--- src/rtl/mult_div_ctrl_pkg.sv ---
// Shared definitions for the multiply/divide unit: funct encodings, FSM states
// and small decode helpers used by the controller and the instruction decoder.
package mult_div_ctrl_pkg;

   localparam int MDU_NB_FUNCT = 6;

   localparam logic [MDU_NB_FUNCT-1:0] FUNCT_MFHI  = 6'b010000;
   localparam logic [MDU_NB_FUNCT-1:0] FUNCT_MTHI  = 6'b010001;
   localparam logic [MDU_NB_FUNCT-1:0] FUNCT_MFLO  = 6'b010010;
   localparam logic [MDU_NB_FUNCT-1:0] FUNCT_MTLO  = 6'b010011;
   localparam logic [MDU_NB_FUNCT-1:0] FUNCT_MULT  = 6'b011000;
   localparam logic [MDU_NB_FUNCT-1:0] FUNCT_MULTU = 6'b011001;
   localparam logic [MDU_NB_FUNCT-1:0] FUNCT_DIV   = 6'b011010;
   localparam logic [MDU_NB_FUNCT-1:0] FUNCT_DIVU  = 6'b011011;

   typedef enum logic [1:0] {
      ST_IDLE = 2'd0,
      ST_CALC = 2'd1,
      ST_FIX  = 2'd2,
      ST_DONE = 2'd3
   } mdu_state_e;

   function automatic logic is_muldiv(input logic [MDU_NB_FUNCT-1:0] funct);
      return (funct == FUNCT_MULT) || (funct == FUNCT_MULTU) ||
             (funct == FUNCT_DIV)  || (funct == FUNCT_DIVU);
   endfunction

   function automatic logic is_div_op(input logic [MDU_NB_FUNCT-1:0] funct);
      return (funct == FUNCT_DIV) || (funct == FUNCT_DIVU);
   endfunction

   function automatic logic is_signed_op(input logic [MDU_NB_FUNCT-1:0] funct);
      return (funct == FUNCT_MULT) || (funct == FUNCT_DIV);
   endfunction

endpackage

--- src/rtl/mult_div_ctrl_iter_core.sv ---
// Iterative shift-add multiplier / restoring divider on operand magnitudes.
// One bit per step; sign correction is applied combinationally while i_fix is high.
module mult_div_ctrl_iter_core #(
   parameter int NB_DATA = 32
) (
   input  logic               i_clock,
   input  logic               i_reset,
   input  logic               i_load,
   input  logic               i_step,
   input  logic               i_fix,
   input  logic               i_is_div,
   input  logic               i_neg_res,
   input  logic               i_neg_rem,
   input  logic [NB_DATA-1:0] i_opa,
   input  logic [NB_DATA-1:0] i_opb,
   output logic [NB_DATA-1:0] o_hi,
   output logic [NB_DATA-1:0] o_lo
);

   logic [NB_DATA-1:0]   acc_q, acc_d;
   logic [NB_DATA-1:0]   lo_q, lo_d;
   logic [NB_DATA-1:0]   opb_q, opb_d;
   logic                 is_div_q, is_div_d;

   logic [NB_DATA-1:0]   mul_addend;
   logic [NB_DATA:0]     mul_sum;
   logic [NB_DATA:0]     div_shift;
   logic                 div_ge;
   logic [NB_DATA-1:0]   div_sub;
   logic [2*NB_DATA-1:0] prod_neg;

   // acc holds the running product high half (mul) or partial remainder (div);
   // lo holds the multiplier shifting out (mul) or dividend shifting into quotient (div).
   always_comb begin
      mul_addend = lo_q[0] ? opb_q : '0;
      mul_sum    = {1'b0, acc_q} + {1'b0, mul_addend};
      div_shift  = {acc_q, lo_q[NB_DATA-1]};
      div_ge     = (div_shift >= {1'b0, opb_q});
      div_sub    = div_shift[NB_DATA-1:0] - opb_q;

      acc_d    = acc_q;
      lo_d     = lo_q;
      opb_d    = opb_q;
      is_div_d = is_div_q;
      if (i_load) begin
         acc_d    = '0;
         lo_d     = i_opa;
         opb_d    = i_opb;
         is_div_d = i_is_div;
      end else if (i_step) begin
         if (is_div_q) begin
            acc_d = div_ge ? div_sub : div_shift[NB_DATA-1:0];
            lo_d  = {lo_q[NB_DATA-2:0], div_ge};
         end else begin
            acc_d = mul_sum[NB_DATA:1];
            lo_d  = {mul_sum[0], lo_q[NB_DATA-1:1]};
         end
      end
   end

   always_ff @(posedge i_clock) begin
      if (i_reset) begin
         acc_q    <= '0;
         lo_q     <= '0;
         opb_q    <= '0;
         is_div_q <= 1'b0;
      end else begin
         acc_q    <= acc_d;
         lo_q     <= lo_d;
         opb_q    <= opb_d;
         is_div_q <= is_div_d;
      end
   end

   always_comb begin
      prod_neg = -{acc_q, lo_q};
      o_hi     = acc_q;
      o_lo     = lo_q;
      if (i_fix) begin
         if (is_div_q) begin
            if (i_neg_res) o_lo = -lo_q;
            if (i_neg_rem) o_hi = -acc_q;
         end else if (i_neg_res) begin
            {o_hi, o_lo} = prod_neg;
         end
      end
   end

endmodule

--- src/rtl/mult_div_ctrl.sv ---
// EX-stage multiply/divide controller: FSM, iteration counter, sign flags,
// architectural HI/LO and pipeline stall. Datapath lives in the iter core.
module mult_div_ctrl
   import mult_div_ctrl_pkg::*;
#(
   parameter int NB_DATA  = 32,
   parameter int NB_FUNCT = 6,
   parameter int NB_COUNT = $clog2(NB_DATA) + 1
) (
   input  logic                i_clock,
   input  logic                i_reset,
   input  logic                i_start,
   input  logic [NB_FUNCT-1:0] i_funct,
   input  logic [NB_DATA-1:0]  i_rfile_rs,
   input  logic [NB_DATA-1:0]  i_rfile_rt,
   input  logic                i_flush,
   output logic                o_stall,
   output logic                o_busy,
   output logic                o_done,
   output logic                o_div_zero,
   output logic [NB_DATA-1:0]  o_mf_result,
   output logic [NB_DATA-1:0]  o_hi,
   output logic [NB_DATA-1:0]  o_lo,
   output mdu_state_e          o_state
);

   localparam logic [NB_COUNT-1:0] LAST_STEP = NB_COUNT'(NB_DATA - 1);

   mdu_state_e          state_q, state_d;
   logic [NB_COUNT-1:0] count_q, count_d;
   logic                neg_res_q, neg_res_d;
   logic                neg_rem_q, neg_rem_d;
   logic                div_zero_q, div_zero_d;
   logic [NB_DATA-1:0]  hi_q, hi_d;
   logic [NB_DATA-1:0]  lo_q, lo_d;

   logic                idle_req;
   logic                accept_md;
   logic                div_zero_req;
   logic                rs_neg, rt_neg;
   logic [NB_DATA-1:0]  rs_mag, rt_mag;
   logic                core_load, core_step, core_fix;
   logic [NB_DATA-1:0]  core_hi, core_lo;

   // A request only acts in IDLE and is dropped when squashed in the same cycle.
   always_comb begin
      idle_req     = (state_q == ST_IDLE) && i_start && !i_flush;
      accept_md    = idle_req && is_muldiv(i_funct);
      div_zero_req = is_div_op(i_funct) && (i_rfile_rt == '0);
      rs_neg       = is_signed_op(i_funct) && i_rfile_rs[NB_DATA-1];
      rt_neg       = is_signed_op(i_funct) && i_rfile_rt[NB_DATA-1];
      rs_mag       = rs_neg ? -i_rfile_rs : i_rfile_rs;
      rt_mag       = rt_neg ? -i_rfile_rt : i_rfile_rt;
   end

   always_ff @(posedge i_clock) begin
      if (i_reset) begin
         state_q <= ST_IDLE;
      end else begin
         state_q <= state_d;
      end
   end

   always_comb begin
      state_d = state_q;
      case (state_q)
         ST_IDLE: begin
            if (accept_md) state_d = div_zero_req ? ST_DONE : ST_CALC;
         end
         ST_CALC: begin
            if (i_flush)                 state_d = ST_IDLE;
            else if (count_q == LAST_STEP) state_d = ST_FIX;
         end
         ST_FIX:  state_d = i_flush ? ST_IDLE : ST_DONE;
         ST_DONE: state_d = ST_IDLE;
         default: state_d = ST_IDLE;
      endcase
   end

   always_comb begin
      o_busy      = (state_q != ST_IDLE);
      o_done      = (state_q == ST_DONE);
      o_div_zero  = (state_q == ST_DONE) && div_zero_q;
      o_stall     = i_start && (state_q != ST_IDLE);
      core_load   = accept_md && !div_zero_req;
      core_step   = (state_q == ST_CALC);
      core_fix    = (state_q == ST_FIX);
      o_mf_result = '0;
      if (idle_req) begin
         if (i_funct == FUNCT_MFHI)      o_mf_result = hi_q;
         else if (i_funct == FUNCT_MFLO) o_mf_result = lo_q;
      end
   end

   // HI/LO change only on MTHI/MTLO, a divide-by-zero accept or an unflushed FIX.
   always_comb begin
      count_d    = count_q;
      neg_res_d  = neg_res_q;
      neg_rem_d  = neg_rem_q;
      div_zero_d = div_zero_q;
      hi_d       = hi_q;
      lo_d       = lo_q;
      if (accept_md) begin
         count_d    = '0;
         neg_res_d  = rs_neg ^ rt_neg;
         neg_rem_d  = rs_neg;
         div_zero_d = div_zero_req;
         if (div_zero_req) begin
            hi_d = i_rfile_rs;
            lo_d = '1;
         end
      end else if (core_step) begin
         count_d = count_q + NB_COUNT'(1);
      end
      if (idle_req && (i_funct == FUNCT_MTHI)) hi_d = i_rfile_rs;
      if (idle_req && (i_funct == FUNCT_MTLO)) lo_d = i_rfile_rs;
      if (core_fix && !i_flush) begin
         hi_d = core_hi;
         lo_d = core_lo;
      end
   end

   always_ff @(posedge i_clock) begin
      if (i_reset) begin
         count_q    <= '0;
         neg_res_q  <= 1'b0;
         neg_rem_q  <= 1'b0;
         div_zero_q <= 1'b0;
         hi_q       <= '0;
         lo_q       <= '0;
      end else begin
         count_q    <= count_d;
         neg_res_q  <= neg_res_d;
         neg_rem_q  <= neg_rem_d;
         div_zero_q <= div_zero_d;
         hi_q       <= hi_d;
         lo_q       <= lo_d;
      end
   end

   mult_div_ctrl_iter_core #(
      .NB_DATA (NB_DATA)
   ) u_iter_core (
      .i_clock   (i_clock),
      .i_reset   (i_reset),
      .i_load    (core_load),
      .i_step    (core_step),
      .i_fix     (core_fix),
      .i_is_div  (is_div_op(i_funct)),
      .i_neg_res (neg_res_q),
      .i_neg_rem (neg_rem_q),
      .i_opa     (rs_mag),
      .i_opb     (rt_mag),
      .o_hi      (core_hi),
      .o_lo      (core_lo)
   );

   assign o_hi    = hi_q;
   assign o_lo    = lo_q;
   assign o_state = state_q;

endmodule

--- config.mk ---
export PLATFORM = sky130hd
export DESIGN_NAME = mult_div_ctrl
export DESIGN_NICKNAME = d
export VERILOG_FILES = /design/src/rtl/mult_div_ctrl_pkg.sv /design/src/rtl/mult_div_ctrl_iter_core.sv /design/src/rtl/mult_div_ctrl.sv
export SDC_FILE = /design/constraint.sdc
export NUM_CORES = 1
export LEC_CHECK = 0
export ABC_AREA = 1
export CAP_MARGIN = 15
export CORE_ASPECT_RATIO = 2
export CORE_MARGIN = 2
export CORE_UTILIZATION = 35
export DETAILED_ROUTE_END_ITERATION = 10
export GPL_ROUTABILITY_DRIVEN = 0
export GPL_TIMING_DRIVEN = 0
export PLACE_DENSITY = 0.5
export SYNTH_ARGS = -nofsm -noshare
export SYNTH_HDL_FRONTEND = slang
export SYNTH_HIERARCHICAL = 1
export SYNTH_SLANG_ARGS = --single-unit
--- constraint.sdc ---
create_clock -name i_clock -period 5.6 [get_ports i_clock]
set_clock_uncertainty 0.1 [all_clocks]
set_input_delay 0.84 -clock i_clock [delete_from_list [all_inputs] [get_ports i_clock]]
set_output_delay 0.84 -clock i_clock [all_outputs]
set_load 0.01 [all_outputs]
==> results_dict.tcl <==
set metrics [dict create \
    status "completed" \
    use_met3 0.0850 \
    hold_violations 0 \
    place_hpwl_mm 83.8 \
    drv_cap 0 \
    clockBufferDepth 2 \
    vias_per_cell 5.50 \
    critPathTopFamily "buffers and inverters" \
    met2_usage 0.660 \
    grt_pass1_wl_mm 150 \
    layout.nets 3761 \
    drtPass1Iterations 6 \
    path_cells "clkdlybuf4s50_1 > inv_1 > ha_1 > nand3_1 > nor2_2 > nand2_2 > nor2_4 > a21oi_1 > clkbuf_1 > nor2_1 > clkinv_1 > clkbuf_1 > a21oi_1 > nand2_1 > inv_1" \
    tns_ps 0 \
    setup_viol 0 \
    yosys_warnings 6 \
    dpl_cell_area_sq_um 21500 \
    fin_area_sq_um 22200 \
    cts_root_buf "clkbuf_16" \
    ir_drop_mv 0.216 \
    critPathLaunchType "primary input" \
    max_freq_mhz 213 \
    tritoncts "built" \
    grt_pass1_vias 24100 \
    clk_pin_slew_ps 70 \
    port_buffers 175 \
    drtAntennaViolNets 0 \
    ioPinCount 176 \
    grt_busiest_layer "met2" \
    r2r-start "o_state[1]" \
    grt-ovfl-total 0 \
    syn_inst 3419 \
    synth_area_leader_cell "nand2_1" \
    finalCritPeriodShare 0.839 \
    fin_crit_ps 4700 \
    die_h_um 333 \
    min-delay-start "u_iter_core/opb_q[6]" \
    max-slew-margin-rel 0.214 \
    fp.dieArea_sq_um 56100 \
    critPathLaunch "i_rfile_rt[0]" \
    htreeDepth 4 \
    grt_use_total 0.367 \
    critical_path_class "primary input to flip-flop" \
    cts_hold_repair.buffers 0 \
    layout-drive-gt1-share 0.0485 \
    tightest_slew_ps 1170 \
    synthTopCellsByArea "nand2_1 22%, dfxtp_1 18%, inv_1 9.9%" \
    synth_nets 3564 \
    synth_edf_count 0 \
    p_per_area_nw_per_um2 161 \
    netlist_area_sq_um 18900 \
    leakage_uw 0.0113 \
    grt_max_degree 17 \
    crit_buf_inv 6 \
    clock_sink_count 172 \
    grt_use_met1 0.303 \
    cpPeakStageDelay_ps 670 \
    coreArea_sq_um 53500 \
    worstPathArrival_ps 5030 \
    drv_slew 0 \
    first_iter_violations 1847 \
    die_w_um 168 \
    rrSetupSlack_ps 1310 \
    syn_avg_cell_area_sq_um 5.54 \
    post-cts-setup-buffer-count 0 \
    slowest_stage "nor2_1" \
    cts_resized 0 \
    synthArstFlopShare 0 \
    yosysUniqueCellTypes 46 \
    worstPathMaxFanout 10 \
    hp-class "flip-flop to flip-flop" \
    yosysTopAreaCellShare 0.221 \
    drt_wl_total_mm 104 \
    ys_seq_elements 172 \
    insertion_delay_ps 490 \
    numCtsBuffers 17 \
    rsz0062_at_grt "no" \
    hold_ws_ps 395 \
    ys_seq_area_frac 0.182 \
    area_growth_pct 17.1 \
    rows 120 \
    yosys_most_used_dff "dfxtp_1" \
    vias 23700 \
    required_ps 5930 \
    initial_core_util 0.354 \
    worstSetupEndpointType "flip-flop" \
    grt_antenna_before_repair 5 \
    wl_per_cell_um 24.1 \
    drc_errors 0 \
]
==> area by class of cell <==
cell class / instances / area [sq um]
buffer: 132 / 663
timing repair buffer: 178 / 1790
inverter: 511 / 1920
multi-input combinational: 2604 / 12900
clock buffer: 17 / 425
fill: 6134 / 31300
antenna: 3 / 7.51
clock inverter: 14 / 183
sequential: 172 / 3440
tap: 671 / 840
==> sequential cells by signal (all words and copies together), names as in the netlist, 2 cells and up <==
register	count
count_q	6
o_hi	32
o_lo	32
o_state	2
u_iter_core/acc_q	32
u_iter_core/lo_q	32
u_iter_core/opb_q	32
==> through the flow <==
| stage | instances | utilization | total power (uW) | worst slack [ps] |
|---|---|---|---|---|
| CTS | 4296 | 0.414 | 3550 | 992 |
| global placement | 4265 | 0.403 | 2220 | 593 |
| floorplan | 3419 | - | 1840 | 2670 |
| detailed placement | 4265 | 0.403 | 2220 | 552 |
| finish | 4302 | 0.415 | 3570 | 901 |
| global route | 4299 | 0.415 | 3690 | 798 |
==> worst register-to-register path, cell delays in order, from the launching register on <==
cell      delay (ps)
dfxtp_1          360
nor2_2           170
nand3_2          360
nor2_4           360
inv_1            120
a21oi_1          190
clkbuf_1         820
nor2_1           420
clkinv_1         350
clkbuf_1         690
a21oi_1           90
nand2_1          120
inv_1             40
==> path summary, 6_finish.rpt <==
path | to | depth (start not counted)
max reg2reg | u_iter_core/acc_q[30] | 12
min reg2reg | u_iter_core/opb_q[6] | 2
max | u_iter_core/acc_q[30] | 15
min | u_iter_core/opb_q[6] | 2
==> placed cells by master (no fill, tap or decap), types with 9 or more instances in the layout <==
cell,count
or2_2,10
a31oi_1,39
o21ai_0,116
clkbuf_16,17
clkbuf_1,74
nor3_1,32
o211ai_1,43
inv_1,498
nor2_2,18
a21oi_2,32
a21oi_1,159
buf_2,22
nand2_1,1116
nand3_1,245
buf_6,13
buf_1,11
clkdlybuf4s50_1,175
nand3b_1,43
xnor2_1,16
dfxtp_1,172
nand4_1,49
a211oi_1,32
ha_1,69
xor2_1,103
buf_4,11
nor2_1,406
inv_2,9
o21a_1,12
==> kinds of logic after synthesis <==
group	after synthesis	synth area share
xor+xnor	119	0.0550
buf+inv	643	0.136
compound gates	453	0.144
flops	172	0.182
simple gates	1961	0.436
fa+ha+maj	71	0.0477
==> cell usage after synthesis (4+ instances only) <==
| library cell | n |
|---|---|
| buf_1 | 11 |
| a21oi_1 | 159 |
| buf_2 | 21 |
| inv_1 | 498 |
| nor2_1 | 406 |
| o21ai_1 | 4 |
| clkbuf_1 | 74 |
| buf_4 | 11 |
| a21o_1 | 6 |
| or2_2 | 10 |
| xor2_1 | 103 |
| inv_2 | 9 |
| clkinv_1 | 4 |
| nand4_1 | 49 |
| a31oi_1 | 39 |
| nor3_2 | 5 |
| nand3_1 | 245 |
| xnor2_1 | 16 |
| and2_1 | 6 |
| dfxtp_1 | 172 |
| a211oi_1 | 32 |
| nand2_1 | 1116 |
| o21ai_0 | 116 |
| nand3b_1 | 43 |
| nand2_2 | 8 |
| o21bai_1 | 5 |
| nor3_1 | 32 |
| buf_6 | 13 |
| o211ai_1 | 43 |
| nor2_4 | 4 |
| nor4_1 | 8 |
| ha_1 | 69 |
| a21oi_2 | 32 |
| o21a_1 | 12 |
| nor2_2 | 18 |
==> metal layers <==
layer  routed length [um]  vias up
li1                     -    11200
met1                31100    10800
met2                52000     1121
met3                 6400      515
met4                14200        2
met5                   12        -
==> power breakdown <==
group          internal [uW]  switching (uW)
logic                    297             695
registers               1230            15.0
clock network            710             623
total                   2240            1330
No activity file was read; power rests on OpenSTA's default activity.
